[src/rtl/prog_loader_if.sv]
// Stream, status and instruction-fetch signals of the program loader.
// The loader takes the slave modport; the stream source / processor side takes master.
interface prog_loader_if;
    logic        start;
    logic        in_valid;
    logic [3:0]  in_nibble;
    logic        in_ready;
    logic [3:0]  instr_addr;
    logic [11:0] instr;
    logic        cpu_rst;
    logic        busy;
    logic        done;
    logic        err;
    logic [4:0]  load_len;

    modport master (
        output start, in_valid, in_nibble, instr_addr,
        input  in_ready, instr, cpu_rst, busy, done, err, load_len
    );

    modport slave (
        input  start, in_valid, in_nibble, instr_addr,
        output in_ready, instr, cpu_rst, busy, done, err, load_len
    );
endinterface

[src/rtl/prog_loader.sv]
// Program loader and 16x12 writable instruction store for the 16x4 processor.
// Define PROG_LOADER_CHECKSUM_EN to require a trailing XOR checksum nibble.
module prog_loader (
    input  logic         clk,
    input  logic         rst,
    prog_loader_if.slave bus
);
    localparam logic [2:0] S_IDLE = 3'd0;
    localparam logic [2:0] S_LEN  = 3'd1;
    localparam logic [2:0] S_N2   = 3'd2;
    localparam logic [2:0] S_N1   = 3'd3;
    localparam logic [2:0] S_N0   = 3'd4;
    localparam logic [2:0] S_CHK  = 3'd5;
    localparam logic [2:0] S_DONE = 3'd6;
    localparam logic [2:0] S_ERR  = 3'd7;

    logic [2:0]  state;
    logic [3:0]  lenM1;
    logic [3:0]  hiNib;
    logic [3:0]  midNib;
    logic [4:0]  loadLen;
    logic [11:0] ram [16];

    logic        inReady;
    logic        xfer;
    logic        ramWe;
    logic [3:0]  ramAddr;
    logic [11:0] ramWd;

`ifdef PROG_LOADER_CHECKSUM_EN
    logic [3:0]  xorAcc;
`endif

    assign inReady = (state == S_LEN) || (state == S_N2) || (state == S_N1) ||
                     (state == S_N0)  || (state == S_CHK);
    assign xfer    = bus.in_valid && inReady;

    assign ramWe   = xfer && (state == S_N0);
    assign ramAddr = loadLen[3:0];
    assign ramWd   = {hiNib, midNib, bus.in_nibble};

    always_ff @(posedge clk or posedge rst) begin
        if (rst) begin
            state   <= S_IDLE;
            lenM1   <= 4'd0;
            hiNib   <= 4'd0;
            midNib  <= 4'd0;
            loadLen <= 5'd0;
        end else begin
            case (state)
                S_IDLE, S_DONE, S_ERR: begin
                    if (bus.start) begin
                        state   <= S_LEN;
                        loadLen <= 5'd0;
                    end
                end
                S_LEN: begin
                    if (xfer) begin
                        lenM1 <= bus.in_nibble;
                        state <= S_N2;
                    end
                end
                S_N2: begin
                    if (xfer) begin
                        hiNib <= bus.in_nibble;
                        state <= S_N1;
                    end
                end
                S_N1: begin
                    if (xfer) begin
                        midNib <= bus.in_nibble;
                        state  <= S_N0;
                    end
                end
                S_N0: begin
                    if (xfer) begin
                        loadLen <= loadLen + 5'd1;
                        if (loadLen[3:0] == lenM1) begin
`ifdef PROG_LOADER_CHECKSUM_EN
                            state <= S_CHK;
`else
                            state <= S_DONE;
`endif
                        end else begin
                            state <= S_N2;
                        end
                    end
                end
`ifdef PROG_LOADER_CHECKSUM_EN
                S_CHK: begin
                    if (xfer) begin
                        state <= (bus.in_nibble == xorAcc) ? S_DONE : S_ERR;
                    end
                end
`endif
                default: state <= S_IDLE;
            endcase
        end
    end

`ifdef PROG_LOADER_CHECKSUM_EN
    // Running XOR covers the length nibble and every instruction nibble.
    always_ff @(posedge clk or posedge rst) begin
        if (rst) begin
            xorAcc <= 4'd0;
        end else if (bus.start && ((state == S_IDLE) || (state == S_DONE) || (state == S_ERR))) begin
            xorAcc <= 4'd0;
        end else if (xfer) begin
            xorAcc <= xorAcc ^ bus.in_nibble;
        end
    end
`endif

    // Store is never reset; load_len masks stale entries on the read side.
    always_ff @(posedge clk) begin
        if (ramWe) begin
            ram[ramAddr] <= ramWd;
        end
    end

    assign bus.instr    = ({1'b0, bus.instr_addr} < loadLen) ? ram[bus.instr_addr] : 12'h000;
    assign bus.in_ready = inReady;
    assign bus.busy     = inReady;
    assign bus.done     = (state == S_DONE);
    assign bus.cpu_rst  = (state != S_DONE);
    assign bus.load_len = loadLen;
`ifdef PROG_LOADER_CHECKSUM_EN
    assign bus.err      = (state == S_ERR);
`else
    assign bus.err      = 1'b0;
`endif
endmodule

[src/flat_wrapper.sv]
// flat-port wrapper written by rule: the top's interface ports become plain ports
module prog_loader_flat 
  (clk, rst, bus_start, bus_in_valid, bus_in_nibble, bus_instr_addr, bus_in_ready, bus_instr, bus_cpu_rst, bus_busy, bus_done, bus_err, bus_load_len);
  prog_loader_if bus_i ();
  input  logic clk;
  input  logic rst;
  input wire logic [$bits(bus_i.start)-1:0] bus_start;
  input wire logic [$bits(bus_i.in_valid)-1:0] bus_in_valid;
  input wire logic [$bits(bus_i.in_nibble)-1:0] bus_in_nibble;
  input wire logic [$bits(bus_i.instr_addr)-1:0] bus_instr_addr;
  output wire logic [$bits(bus_i.in_ready)-1:0] bus_in_ready;
  output wire logic [$bits(bus_i.instr)-1:0] bus_instr;
  output wire logic [$bits(bus_i.cpu_rst)-1:0] bus_cpu_rst;
  output wire logic [$bits(bus_i.busy)-1:0] bus_busy;
  output wire logic [$bits(bus_i.done)-1:0] bus_done;
  output wire logic [$bits(bus_i.err)-1:0] bus_err;
  output wire logic [$bits(bus_i.load_len)-1:0] bus_load_len;
  assign bus_i.start = bus_start;
  assign bus_i.in_valid = bus_in_valid;
  assign bus_i.in_nibble = bus_in_nibble;
  assign bus_i.instr_addr = bus_instr_addr;
  assign bus_in_ready = bus_i.in_ready;
  assign bus_instr = bus_i.instr;
  assign bus_cpu_rst = bus_i.cpu_rst;
  assign bus_busy = bus_i.busy;
  assign bus_done = bus_i.done;
  assign bus_err = bus_i.err;
  assign bus_load_len = bus_i.load_len;
  prog_loader u_core (.clk(clk), .rst(rst), .bus(bus_i));
endmodule
[config.mk]
export PLATFORM = sky130hd
export DESIGN_NAME = prog_loader_flat
export DESIGN_NICKNAME = d
export VERILOG_FILES = /design/src/rtl/prog_loader_if.sv /design/src/rtl/prog_loader.sv /design/src/flat_wrapper.sv
export SDC_FILE = /design/constraint.sdc
export NUM_CORES = 1
export LEC_CHECK = 0
export CAP_MARGIN = 20
export CORE_MARGIN = 5
export CORE_UTILIZATION = 50
export CTS_CLUSTER_DIAMETER = 150
export CTS_CLUSTER_SIZE = 25
export DETAILED_ROUTE_END_ITERATION = 8
export PLACE_DENSITY = 0.68
export SYNTH_ARGS = -nofsm -noshare
export SYNTH_HDL_FRONTEND = slang
export SYNTH_SLANG_ARGS = --single-unit
[constraint.sdc]
create_clock -name clk -period 5.19 [get_ports clk]
set_clock_uncertainty 0.2 [all_clocks]
set_input_delay 1.038 -clock clk [delete_from_list [all_inputs] [get_ports clk]]
set_output_delay 1.038 -clock clk [all_outputs]
set_load 0.02 [all_outputs]
# [Yosys cells after proc, flatten, opt, wreduce, memory -nomap -nowiden]
# Memories as Yosys holds them, arrays and structs flattened.
# Cells that the tools add are included.
[word_totals] mem_bits_rw=192 output_inout_bits=22 elab_cells=49 input_bits=12 ff_bits=20 n_memories=1
[mem_list] name="u_core.ram" words=16 width=12 read_ports=1 rd_ports_with_merged_regs=0 wr=1 line="prog_loader.sv:22" rtl="logic [11:0] ram [16];"
[op_classes] addsub=1 muxes=13 n_eq_ne=14 magnitude_cmp=1 n_reduce_logical=14
[ops] cell="3-bit two-way mux" n=6
[ops] cell="3-bit one-hot mux with 5 select lines" n=1
[ops] cell="3-bit == test (second input constant)" n=4
[ops] cell="12-bit two-way mux" n=1
[ops] cell="5-bit two-way mux" n=2
[ops] cell="5-bit one-hot mux with 2 select lines" n=1
[ops] cell="2-bit by 1-bit inequality test with 1-bit output (second input constant)" n=4
[ops] cell="3-bit by 2-bit == test with 1-bit output (second input constant)" n=2
[ops] cell="2-bit AND reduction" n=3
[ops] cell="5-bit by 1-bit adder with 5-bit output (second input constant)" n=1
[ops] cell="4-bit by 5-bit less-than comparator with 1-bit output" n=1
[ops] cell="5-bit AND reduction" n=1
[ops] cell="4-bit == test" n=1
[ops] cell="1-bit logical OR" n=4
[ops] cell="3-bit by 1-bit == test with 1-bit output (second input constant)" n=1
[ops] cell="3-bit logical NOT" n=1
[ops] cell="3-bit inequality test (second input constant)" n=1
[ops] cell="3-bit AND reduction" n=1
[ops] cell="3-bit OR reduction" n=1
[ops] cell="1-bit logical AND" n=2
[ops] cell="1-bit two-way mux" n=2
[ops] cell="2-bit inequality test (second input constant)" n=1
[ops] cell="2-bit nonzero test" n=1

# [Depth between registers and ports, before layout]
# Gate-level depths: netlist of run 1.
[logic_depth] ltp_word=9 mapped_depth=7 mapped_depth_nobuf=5

# [Least setup slack after synthesis of run 1]
# Ideal clock, no wire load.
[synth_timing] kind="input port to output port" startpoint="in bus_instr_addr[0]" endpoint="out bus_instr[10]" required_time_ps=3952 arrival_ps=2417 setup_slack_ps=1535 stages=7 n_path_buf=3 cell_sequence="buf_6 buf_12 nand2b_1 a21o_1 a211o_1 buf_2 a21oi_1"
[synth_via] elab_chain_cells=2 elab_cells_between_ends=3 cone_classes="1 x order compare; 1 x mux; 1 x memory"
[synth_rtl] item="from (decl)" line="flat_wrapper.sv:10" rtl="input wire logic [$bits(bus_i.instr_addr)-1:0] bus_instr_addr;"
[synth_rtl] item="memory read 16 x 12 bit / 4-bit by 5-bit less-than comparator with 1-bit output (equally long branches)"
[synth_rtl] item="12-bit two-way mux *" line="prog_loader.sv:121" rtl="assign bus.instr = ({1'b0, bus.instr_addr} < loadLen) ? ram[bus.instr_addr] : 12'h000;"
[synth_rtl] item="to (decl)" line="flat_wrapper.sv:12" rtl="output wire logic [$bits(bus_i.instr)-1:0] bus_instr;"
# Every way passes the cells marked *; elsewhere a longest branch is shown, timed or not.

# [Worst setup path after layout of run 1]
[layout_timing] startpoint="reg u_core.loadLen[3], in the netlist u_core.bus.load_len[3]" endpoint="out bus_instr[1]"
[layout_via] elab_chain_cells=2
[layout_rtl] item="from (decl)" line="prog_loader.sv:21" rtl="logic [4:0] loadLen;"
[layout_rtl] item="from (signal assigned)" line="prog_loader.sv:77" rtl="loadLen <= loadLen + 5'd1;"
[layout_rtl] item="4-bit by 5-bit less-than comparator with 1-bit output" line="prog_loader.sv:121"
[layout_rtl] item="12-bit two-way mux" line="prog_loader.sv:121"
# Every way passes these cells.

==> impl_results.md, run 1 <==
- Synth Cell Area: about 8700 µm²
- Adder-Cell Fraction of Synth Area: around 1%
- Combinational family with the most area after synthesis: multiplexers
- Ant diodes: 0
- LEAKAGE: between 0.003 and 0.004 µW
- Synth Area in Compound Gates: 2.50%
- Yosys cell types: 42
- Clk sink count: 212
- P_int: about 2800 µW
- Synth Instances: approximately 430
- Syn Area/Cell: 20.1 µm²
- Sequential share of power: ~62%
- Final Cycle Share: 87.7%
- Drt pass-1 iters: 5
- Setup_tns: 0 ns
- PwrDens: 380 nW/µm²
- Initial Util: 50.6%
- Largest net degree at the start of global routing: 49
- Synth area leader: edfxtp_1
- Post-DP Area: 9310 µm²
- Combinational share of power: between 10% and 20%
- Worst r2r src: u_core.state[2]$_DFFE_PP0P_
- Num ports: 34
- CTS tree: yes
- Die area: roughly 20000 µm²
- Max clock buf depth: 3
- Worst min path class: flip-flop to flip-flop
- RSZ-0062 raised after global routing: no
- H-Tree Level Count: 1
- Final #Nets: 494
- Reg clk slew, reported paths: roughly 0.090 ns
- Crit-path max cell delay: 0.83 ns
- Synth Net Count: 452
- Flops & latches, synth: 212
- Gr ovfl total: 0
- Share of cells above drive strength 1: about a quarter
- Remaining antenna violation count: 0
- RePlAce Congestion: just under 0.8
- Global-route wire length before repair: between 20000 and 30000 µm
- Post-synth EDFFs: around 190
- Share of the synthesized area in the top cell type: roughly two thirds
- Slew margin rel.: 24.8%
- Crit-path slowest cell: nor2_1
- P&R area growth vs syn: 11.1%
- Setup crit start: u_core.bus.load_len[3]$_DFFE_PP0P_
- Max IR drop VDD: roughly 0.22 mV
- Worst slew pin tran: 1.12 ns
- Initial DRC Count: 396
- Initial antenna violation count: 0
- Outcome: complete, no violations
- Critical Path Most Common Cell: nor2_1
- Clock power frac: between 20% and 30%
- Die Span Y: between 100 and 150 µm
- Final slew viol count: 0
- Hold_ws: between 0.3 and 0.4 ns
- Final hold vios: 0
- Core box area: 17200 µm²
- Drt drc: 0
- Drt wl/cell: 24.3 µm
- Vias per cell: between 5 and 6
- Post-cts resize count: 0
- Synth top cells by count: edfxtp_1, mux4_2, mux2_2
- Synth Flop Type: edfxtp_1
- Sw Share: about 25%
- Gr usage total: ~18%
- Critical path class: flip-flop to output port
- Vias in the first global route: ~4400
- Hold_buf cts: 0
- Required @ worst endpoint: slightly below 4 ns
- Number of CTS-inserted buffers: 12
- Synth Area in Simple Gates: about 2.6%
- DP HPWL: 10300 µm
- Tmin final: 4.55 ns
- P_sw: slightly above 900 µW
- Crit end category: output port
- Buffers on Ports: 32
- Die X: between 100 and 150 µm
- Post-synthesis mux area share: between 10% and 20%
- Area of the multi-input gates: 2230 µm²
- Post-synthesis async set-or-reset flop share: 9.43%
- Synth top area cells: edfxtp_1, mux4_2, dfrtp_1, mux2_2, mux2i_1
- # rows: between 40 and 50
- Top-count cell post-synth: edfxtp_1
- CP arrival: about 3.3 ns
- Clock root buffer: clkbuf_16
- Max-cap violations: 0
- # setup viols final: 0
- Post-CTS Setup Inserts: 0
- CP startpoint kind: flip-flop
- XOR/XNOR Fraction of Synth Area: 0.403%
- Routed via count: approximately 4200
- CP cell instances: inv_1 > ha_1 > nor2_1 > nor2_1 > a21oi_1 > clkdlybuf4s50_1
- Post-synthesis sequential area ratio: 72.1%
- Crit path max fanout: 12
- Clock Latency Late Sink: ~0.46 ns
- Synth warn: 0
- DRT Wirelength: 17100 µm
- Post-route cell area: 9660 µm²
- Hold path start: u_core.lenM1[3]$_DFFE_PP0P_
- Fmax achieved: ~220 MHz
- Register area: roughly 6300 µm²
- Fillers: 1332
## final timing paths
path / end / slack (ns) / cells after the start
setup / recovery: bus_instr[1] / 0.64 / 6
hold / removal: u_core.lenM1[3]$_DFFE_PP0P_ / 0.35 / 1
setup reg to reg: u_core.ram[3][6]$_DFFE_PP_ / 2.29 / 4
hold reg to reg: u_core.lenM1[3]$_DFFE_PP0P_ / 0.35 / 1
max in group asynchronous: u_core.state[2]$_DFFE_PP0P_ / 3.46 / 2
min in group asynchronous: u_core.lenM1[3]$_DFFE_PP0P_ / 0.83 / 2
## critical path: cells and delay by family (launching register included)
family,cells,cell delay [ns]
AND/OR/NAND/NOR,2,0.86
flip-flops,1,0.69
buffers and inverters,2,0.76
AO/OA/AOI/OAI,1,0.21
adder cells (fa/ha/maj),1,0.31
## cells in the final DEF (no fill, tap or decap), types with 2 or more instances in the layout
master           count
ha_1                 7
a21oi_1             15
buf_12               3
inv_1                6
mux4_1               5
clkbuf_1             3
edfxtp_1           192
mux2_2              27
o21ai_0              7
nor2b_1              3
clkbuf_16           13
dfrtp_1             20
clkdlybuf4s50_1     29
mux4_2              43
mux2i_1             24
nor2_1              21
nor3_2               4
xor2_1               4
buf_2                2
nor3_1               2
nand2_1              8
buf_4               19
## stage by stage
step	worst slack [ns]	instances	utilization, %	power (µW)
after global placement	0.652	686	54.2	2720
after floorplan	1.54	433	-	2570
final	0.639	703	56.2	3670
after CTS	0.655	703	56.2	3700
after global routing	0.522	703	56.2	3830
after detailed placement	0.661	686	54.2	2750
## cell families after synthesis
| logic type | Yosys count |
|---|---|
| muxes | 99 |
| and+or+nand+nor | 47 |
| xor gates and xnor gates | 4 |
| AOI/OAI and AO/OA | 32 |
| adders and majority gates | 7 |
| other | 1 |
| buffers and inverters | 31 |
| DFF | 212 |
## power by group through the flow
stage          logic [µW]  clock network [µW]  registers (µW)
3_5_place_dp          423                   0            2320
2_1_floorplan         330                   0            2240
6_report              419                 969            2290
3_3_place_gp          411                   0            2310
4_1_cts               426                 992            2280
5_1_grt               460                1050            2320
## metal layers
layer	vias to the layer above	global-route usage (%)	wire, µm
li1	1829	-	-
met1	2164	27.0	7360
met2	138	28.2	8190
met3	27	1.92	1150
met4	0	4.04	381
met5	-	0	0
## layout make-up
class	count	area share (%)
Clock buffer	16	3.48
Clock inverter	1	0.168
Inverter	6	0.233
Multi-Input combinational cell	190	23.1
Sequential cell	212	64.9
Tap cell	225	2.91
Timing Repair Buffer	53	5.21
## registers in the layout (all words and copies together) (netlist names)
signal               count
u_core.ram             192
u_core.bus.load_len      5
u_core.hiNib             4
u_core.lenM1             4
u_core.midNib            4
u_core.state             3
Power figures use the tool's default switching activity.
==> inputs of run 2 (changes only) <==
Settings changed: CORE_MARGIN 5 to 3, CORE_UTILIZATION 50 to 65, PLACE_DENSITY 0.68 to 0.84, RECOVER_POWER from default to 50.
==> run 2 against run 1 <==
Compared with the run above: non-clock buffer count shrank 4; die area fell by 26%; worst hold slack got worse by 0.0020 ns; highest routed layer unchanged.
==> impl_results.md, run 2 (synthesis gave the netlist of run 1 again) <==
- Number of flip-flops under the largest register name: 192 (unchanged)
- Buffers on Ports: 32 (unchanged)
- Crit path max fanout: 49 (+37)
- RePlAce Congestion: 0.826 (+4.9%)
- Outcome: complete, no violations
- Die Span Y: 122 µm (-14%)
- Clk sink count: 212 (unchanged)
- Cell family with most CP delay: buffers and inverters
- Crit-path slowest cell: buf_4
- Drt pass-1 iters: 5 (unchanged)
- Tmin final: 4.82 ns (+0.271 ns)
- Clock root buffer: clkbuf_16
- Final slew viol count: 0 (unchanged)
- Max-cap violations: 0 (unchanged)
- # rows: 41 (-15%)
- Initial DRC Count: 620 (+57%)
- CTS tree: yes
- Worst min path class: flip-flop to flip-flop
- Slew margin rel.: 29.8% (+4.9 points)
- CP cell instances: buf_4 > mux4_2 > mux2i_1 > mux2_2 > a21oi_1 > clkdlybuf4s50_1
- Required @ worst endpoint: 3.95 ns (about the same)
- Max IR drop VDD: 0.274 mV (+22%)
- CP bufs+invs: 2 (unchanged)
- Gr usage total: 25.1% (+7.3 points)
- Vias in the first global route: 4366 (-0.61%)
- Share of cells above drive strength 1: 23.9% (-0.58 points)
- DRT Wirelength: 18000 µm (+5.1%)
- Die X: 122 µm (-14%)
- Routed via count: 4331 (+4.2%)
- Setup_tns: 0 ns (unchanged)
- Register area: 6270 µm² (unchanged)
- Worst slack at placement: 0.380 ns (-0.282 ns)
- Drt drc: 0 (unchanged)
- Area of the multi-input gates: 2230 µm² (-0.22%)
- Initial Util: 67.8% (+17 points)
- RSZ-0062 raised after global routing: no
- CP startpoint kind: input pin
- Commonest non-fill, non-tap cell in the layout: edfxtp_1
- Worst R2R Path Depth: 5 (+1)
- CP arrival: 3.58 ns (+0.27 ns)
- Initial antenna violation count: 0 (unchanged)
- Gr ovfl total: 0 (unchanged)
- Vias per cell: 6.67 (+13%)
- Post-cts resize count: 0 (unchanged)
- Commonest non-fill, non-tap cells in the layout: edfxtp_1, mux4_2, mux2_2, mux2i_1, clkdlybuf4s50_1
- Drt wl/cell: 27.7 µm (+14%)
- DP HPWL: 10300 µm (+0.36%)
- CP Depth: 6 (unchanged)
- Worst hold path depth: 1 (unchanged)
- Worst slew pin tran: 1.05 ns (-0.0740 ns)
- Max clock buf depth: 3 (unchanged)
- Num ports: 34 (unchanged)
- # setup viols final: 0 (unchanged)
- Remaining antenna violation count: 0 (unchanged)
- Final hold vios: 0 (unchanged)
- Die area: 14800 µm² (-26%)
- Final #Nets: 490 (-0.81%)
- Reg clk slew, reported paths: 0.09 ns (about the same)
- LEAKAGE: 0.00319 µW (-1.1%)
- Most flop-heavy register: u_core.ram
- Global-route wire length before repair: 26800 µm (-0.31%)
- H-Tree Level Count: 1 (unchanged)
- Number of CTS-inserted buffers: 12 (unchanged)
- Ant diodes: 0 (unchanged)
- P&R area growth vs syn: 9.77%
- Core box area: 12800 µm² (-25%)
- Fmax achieved: 207 MHz (-5.6%)
- Fillers: 729 (-45%)
- Critical path class: input pin to output port
- Crit-path max cell delay: 0.69 ns (-0.14 ns)
- Hold_buf cts: 0 (unchanged)
- Design Power: 3680 µW (+0.17%)
- Largest net degree at the start of global routing: 50 (+2.0%)
- Post-CTS Setup Inserts: 0 (unchanged)
- Setup ws final: 0.368 ns (-0.271 ns)
- Clock Latency Late Sink: 0.46 ns (about the same)
- Crit end category: output port
- Final Cycle Share: 92.9% (+5.2 points)
- PwrDens: 386 nW/µm² (+1.4%)
run 2: through the flow:
stage,cell area [µm²],utilization [%],hold WS (ns),std cells
global placement,9190,71.7,0.312,629
finish,9540,74.4,0.343,649
CTS,9560,74.5,0.346,649
global route,9540,74.4,0.357,649
detailed placement,9190,71.7,0.324,629
floorplan,8690,-,0.301,433
run 2: routing by layer:
metal	part of all wire, %	vias up	GRT usage (%)
li1	-	1813	-
met1	40	2252	36.7
met2	50	238	40.7
met3	8.1	28	4.22
met4	1.8	0	6.23
met5	0	-	0
run 2: area by class of cell:
cell class | instances | area share (%)
flip-flops and latches | 212 | 65.7
multi-input cells | 190 | 23.3
repair buffers | 49 | 4.69
clock buffers | 19 | 3.64
well taps | 172 | 2.26
inverters | 6 | 0.236
clock inverters | 1 | 0.170
run 2: power breakdown:
| group | switching [µW] | internal [µW] | leakage (µW) |
|---|---|---|---|
| Combinational | 204 | 212 | 0.00104 |
| Clock | 511 | 472 | 0.000174 |
| Sequential | 197 | 2080 | 0.00198 |
run 2: worst reg2reg max path: stages, from the launching register on:
cell and delay [ns]:
dfrtp_1 0.53, nor2_1 0.22, a21boi_0 0.27, or3b_1 0.60, nor2_1 0.66, buf_4 0.34
run 2: final timing paths:
kind | start | end | slack (ns)
min in group asynchronous | rst | u_core.state[0]$_DFFE_PP0P_ | 1.00
min reg2reg | u_core.lenM1[1]$_DFFE_PP0P_ | u_core.lenM1[1]$_DFFE_PP0P_ | 0.34
max reg2reg | u_core.state[1]$_DFFE_PP0P_ | u_core.ram[15][1]$_DFFE_PP_ | 2.07
max in group asynchronous | rst | u_core.bus.load_len[4]$_DFFE_PP0P_ | 3.24
min | u_core.lenM1[1]$_DFFE_PP0P_ | u_core.lenM1[1]$_DFFE_PP0P_ | 0.34
max | bus_instr_addr[0] | bus_instr[2] | 0.37
==> inputs of run 3 (changes only) <==
Settings changed: DONT_BUFFER_PORTS from default to 1, PLACE_DENSITY 0.84 to 0.81.
==> run 3 against run 2 <==
Compared with the run above: count of clock-buffer cells in the layout decreased by 3; wire length decreased by 10%; flip-flop and latch count stayed put; first-iteration DRC count is 40% lower; global-route usage is 1.9 points lower; register-to-register slack improved by 0.40 ns; die area stayed put; sequential share of layout area is 2.5 points higher; non-clock buffer count decreased by 33; worst hold slack improved by 0.019 ns; critical endpoint unchanged; largest power group unchanged; highest routed layer unchanged.
==> impl_results.md, run 3 (synthesis gave the netlist of run 1 again) <==
- Slew margin rel.: 35.7% (+5.9 points)
- Final Cycle Share: 78.8% (-14 points)
- Clock root buffer: clkbuf_16
- Commonest non-fill, non-tap cells in the layout: edfxtp_1, mux4_2, mux2_2, mux2i_1, nor2_1
- # setup viols final: 0 (unchanged)
- RePlAce Congestion: 0.886 (+7.3%)
- Remaining antenna violation count: 0 (unchanged)
- CP arrival: 2.85 ns (-0.73 ns)
- DP HPWL: 9800 µm (-5.2%)
- P&R area growth vs syn: 5.79%
- Vias per cell: 6.66 (-0.21%)
- RSZ-0062 raised after global routing: no
- Final hold vios: 0 (unchanged)
- Tmin final: 4.09 ns (-0.734 ns)
- Outcome: complete, no violations
- Crit-path max cell delay: 0.77 ns (+0.08 ns)
- Drt pass-1 iters: 5 (unchanged)
- Final Util: 71.7% (-2.7 points)
- Global-route wire length before repair: 25200 µm (-5.9%)
- Gr ovfl total: 0 (unchanged)
- # rows: 41 (unchanged)
- Cell Count, Final, Fillers Out: 613 (-5.5%)
- Max clock buf depth: 3 (unchanged)
- Placed insts: 596 (-5.2%)
- Worst min path class: flip-flop to flip-flop
- Crit end category: output port
- Gr usage total: 23.2% (-1.9 points)
- Clk sink count: 212 (unchanged)
- Drt drc: 0 (unchanged)
- Num ports: 34 (unchanged)
- Max-cap violations: 0 (unchanged)
- Worst slew pin tran: 0.962 ns (-0.0880 ns)
- Post-cts resize count: 0 (unchanged)
- Hold_buf cts: 0 (unchanged)
- Critical path class: flip-flop to output port
- Initial antenna violation count: 0 (unchanged)
- Number of flip-flops under the largest register name: 192 (unchanged)
- Required @ worst endpoint: 3.95 ns (about the same)
- CTS tree: yes
- Max IR drop VDD: 0.339 mV (+24%)
- Die Span Y: 122 µm (unchanged)
- Reg clk slew, reported paths: 0.09 ns (about the same)
- Clock Latency Late Sink: 0.45 ns (about the same)
- Fillers: 757 (+3.8%)
- Largest net degree at the start of global routing: 50 (unchanged)
- Core box area: 12800 µm² (unchanged)
- Number of CTS-inserted buffers: 12 (unchanged)
- Die area: 14800 µm² (unchanged)
- Crit-path slowest cell: dfrtp_1
- H-Tree Level Count: 1 (unchanged)
- Share of cells above drive strength 1: 24.3% (+0.36 points)
- CP startpoint kind: flip-flop
- Most flop-heavy register: u_core.ram
- Fmax achieved: 245 MHz (+18%)
- DRT Wirelength: 16200 µm (-10%)
- Final #Nets: 457 (-6.7%)
- Post-CTS Setup Inserts: 0 (unchanged)
- Critical Path Most Common Cell: nor2_1
- Routed via count: 4082 (-5.7%)
- Final slew viol count: 0 (unchanged)
- LEAKAGE: 0.00305 µW (-4.2%)
- Initial DRC Count: 369 (-40%)
- Drt wl/cell: 26.3 µm (-4.8%)
- Vias in the first global route: 4226 (-3.2%)
- Die X: 122 µm (unchanged)
- CP cell instances: inv_1 > ha_1 > nor2_1 > nor2_1 > a21oi_1
- Initial Util: 67.8% (unchanged)
- Buffers on Ports: 0 (-100%)
- PwrDens: 388 nW/µm² (+0.74%)
- Commonest non-fill, non-tap cell in the layout: edfxtp_1
- Crit path max fanout: 12 (-76%)
- Ant diodes: 0 (unchanged)
- Setup_tns: 0 ns (unchanged)
-- run 3: worst paths after layout --
| kind | end | depth (start not counted) | slack, ns | start |
|---|---|---|---|---|
| setup / recovery | bus_instr[2] | 5 | 1.10 | u_core.bus.load_len[3]$_DFFE_PP0P_ |
| hold / removal | u_core.lenM1[0]$_DFFE_PP0P_ | 1 | 0.36 | u_core.lenM1[0]$_DFFE_PP0P_ |
| setup reg to reg | u_core.ram[7][1]$_DFFE_PP_ | 5 | 2.47 | u_core.state[2]$_DFFE_PP0P_ |
| hold reg to reg | u_core.lenM1[0]$_DFFE_PP0P_ | 1 | 0.36 | u_core.lenM1[0]$_DFFE_PP0P_ |
| max in group asynchronous | u_core.lenM1[3]$_DFFE_PP0P_ | 1 | 3.87 | rst |
| min in group asynchronous | u_core.bus.load_len[3]$_DFFE_PP0P_ | 1 | 0.41 | rst |
-- run 3: through the flow --
step           instance area [µm²]  setup slack (ns)  total power [µW]  hold WS, ns
3_3_place_gp                  8860              1.58              2620        0.346
3_5_place_dp                  8860              1.52              2660        0.346
4_1_cts                       9210              1.13              3600        0.373
6_report                      9200              1.10              3570        0.362
5_1_grt                       9200             0.884              3700        0.387
2_1_floorplan                 8690              1.54              2570        0.301
-- run 3: cell type report --
cell class / count / area [µm²] / area share [%]
sequential: 212 / 6270 / 68.1
multi-input combinational: 190 / 2220 / 24.1
clock buffer: 16 / 337 / 3.66
tap: 172 / 215 / 2.34
timing repair buffer: 16 / 120 / 1.31
inverter: 6 / 22.5 / 0.245
clock inverter: 1 / 16.3 / 0.177
-- run 3: critical path: cells and delay by family (launching register included) --
kind / cells / cell delay, ns
AOI/OAI and AO/OA: 1 / 0.37
buffers and inverters: 1 / 0.18
DFF: 1 / 0.77
and+or+nand+nor: 2 / 0.75
adders and majority gates: 1 / 0.32
-- run 3: metal layers --
layer  share of wire (%)  global-route usage [%]  wire length, µm  vias to the layer above
li1                    -                       -                -                     1741
met1                  40                    33.7             6520                     2140
met2                  51                    38.2             8260                      181
met3                 7.3                    4.32             1180                       20
met4                 1.2                    4.55              200                        0
met5                   0                       0                0                        -
-- run 3: power breakdown --
part           internal (µW)  switching [µW]  total (µW)
combinational            161             145         306
sequential              2080             222        2310
clock                    463             497         960
total                   2710             865        3570
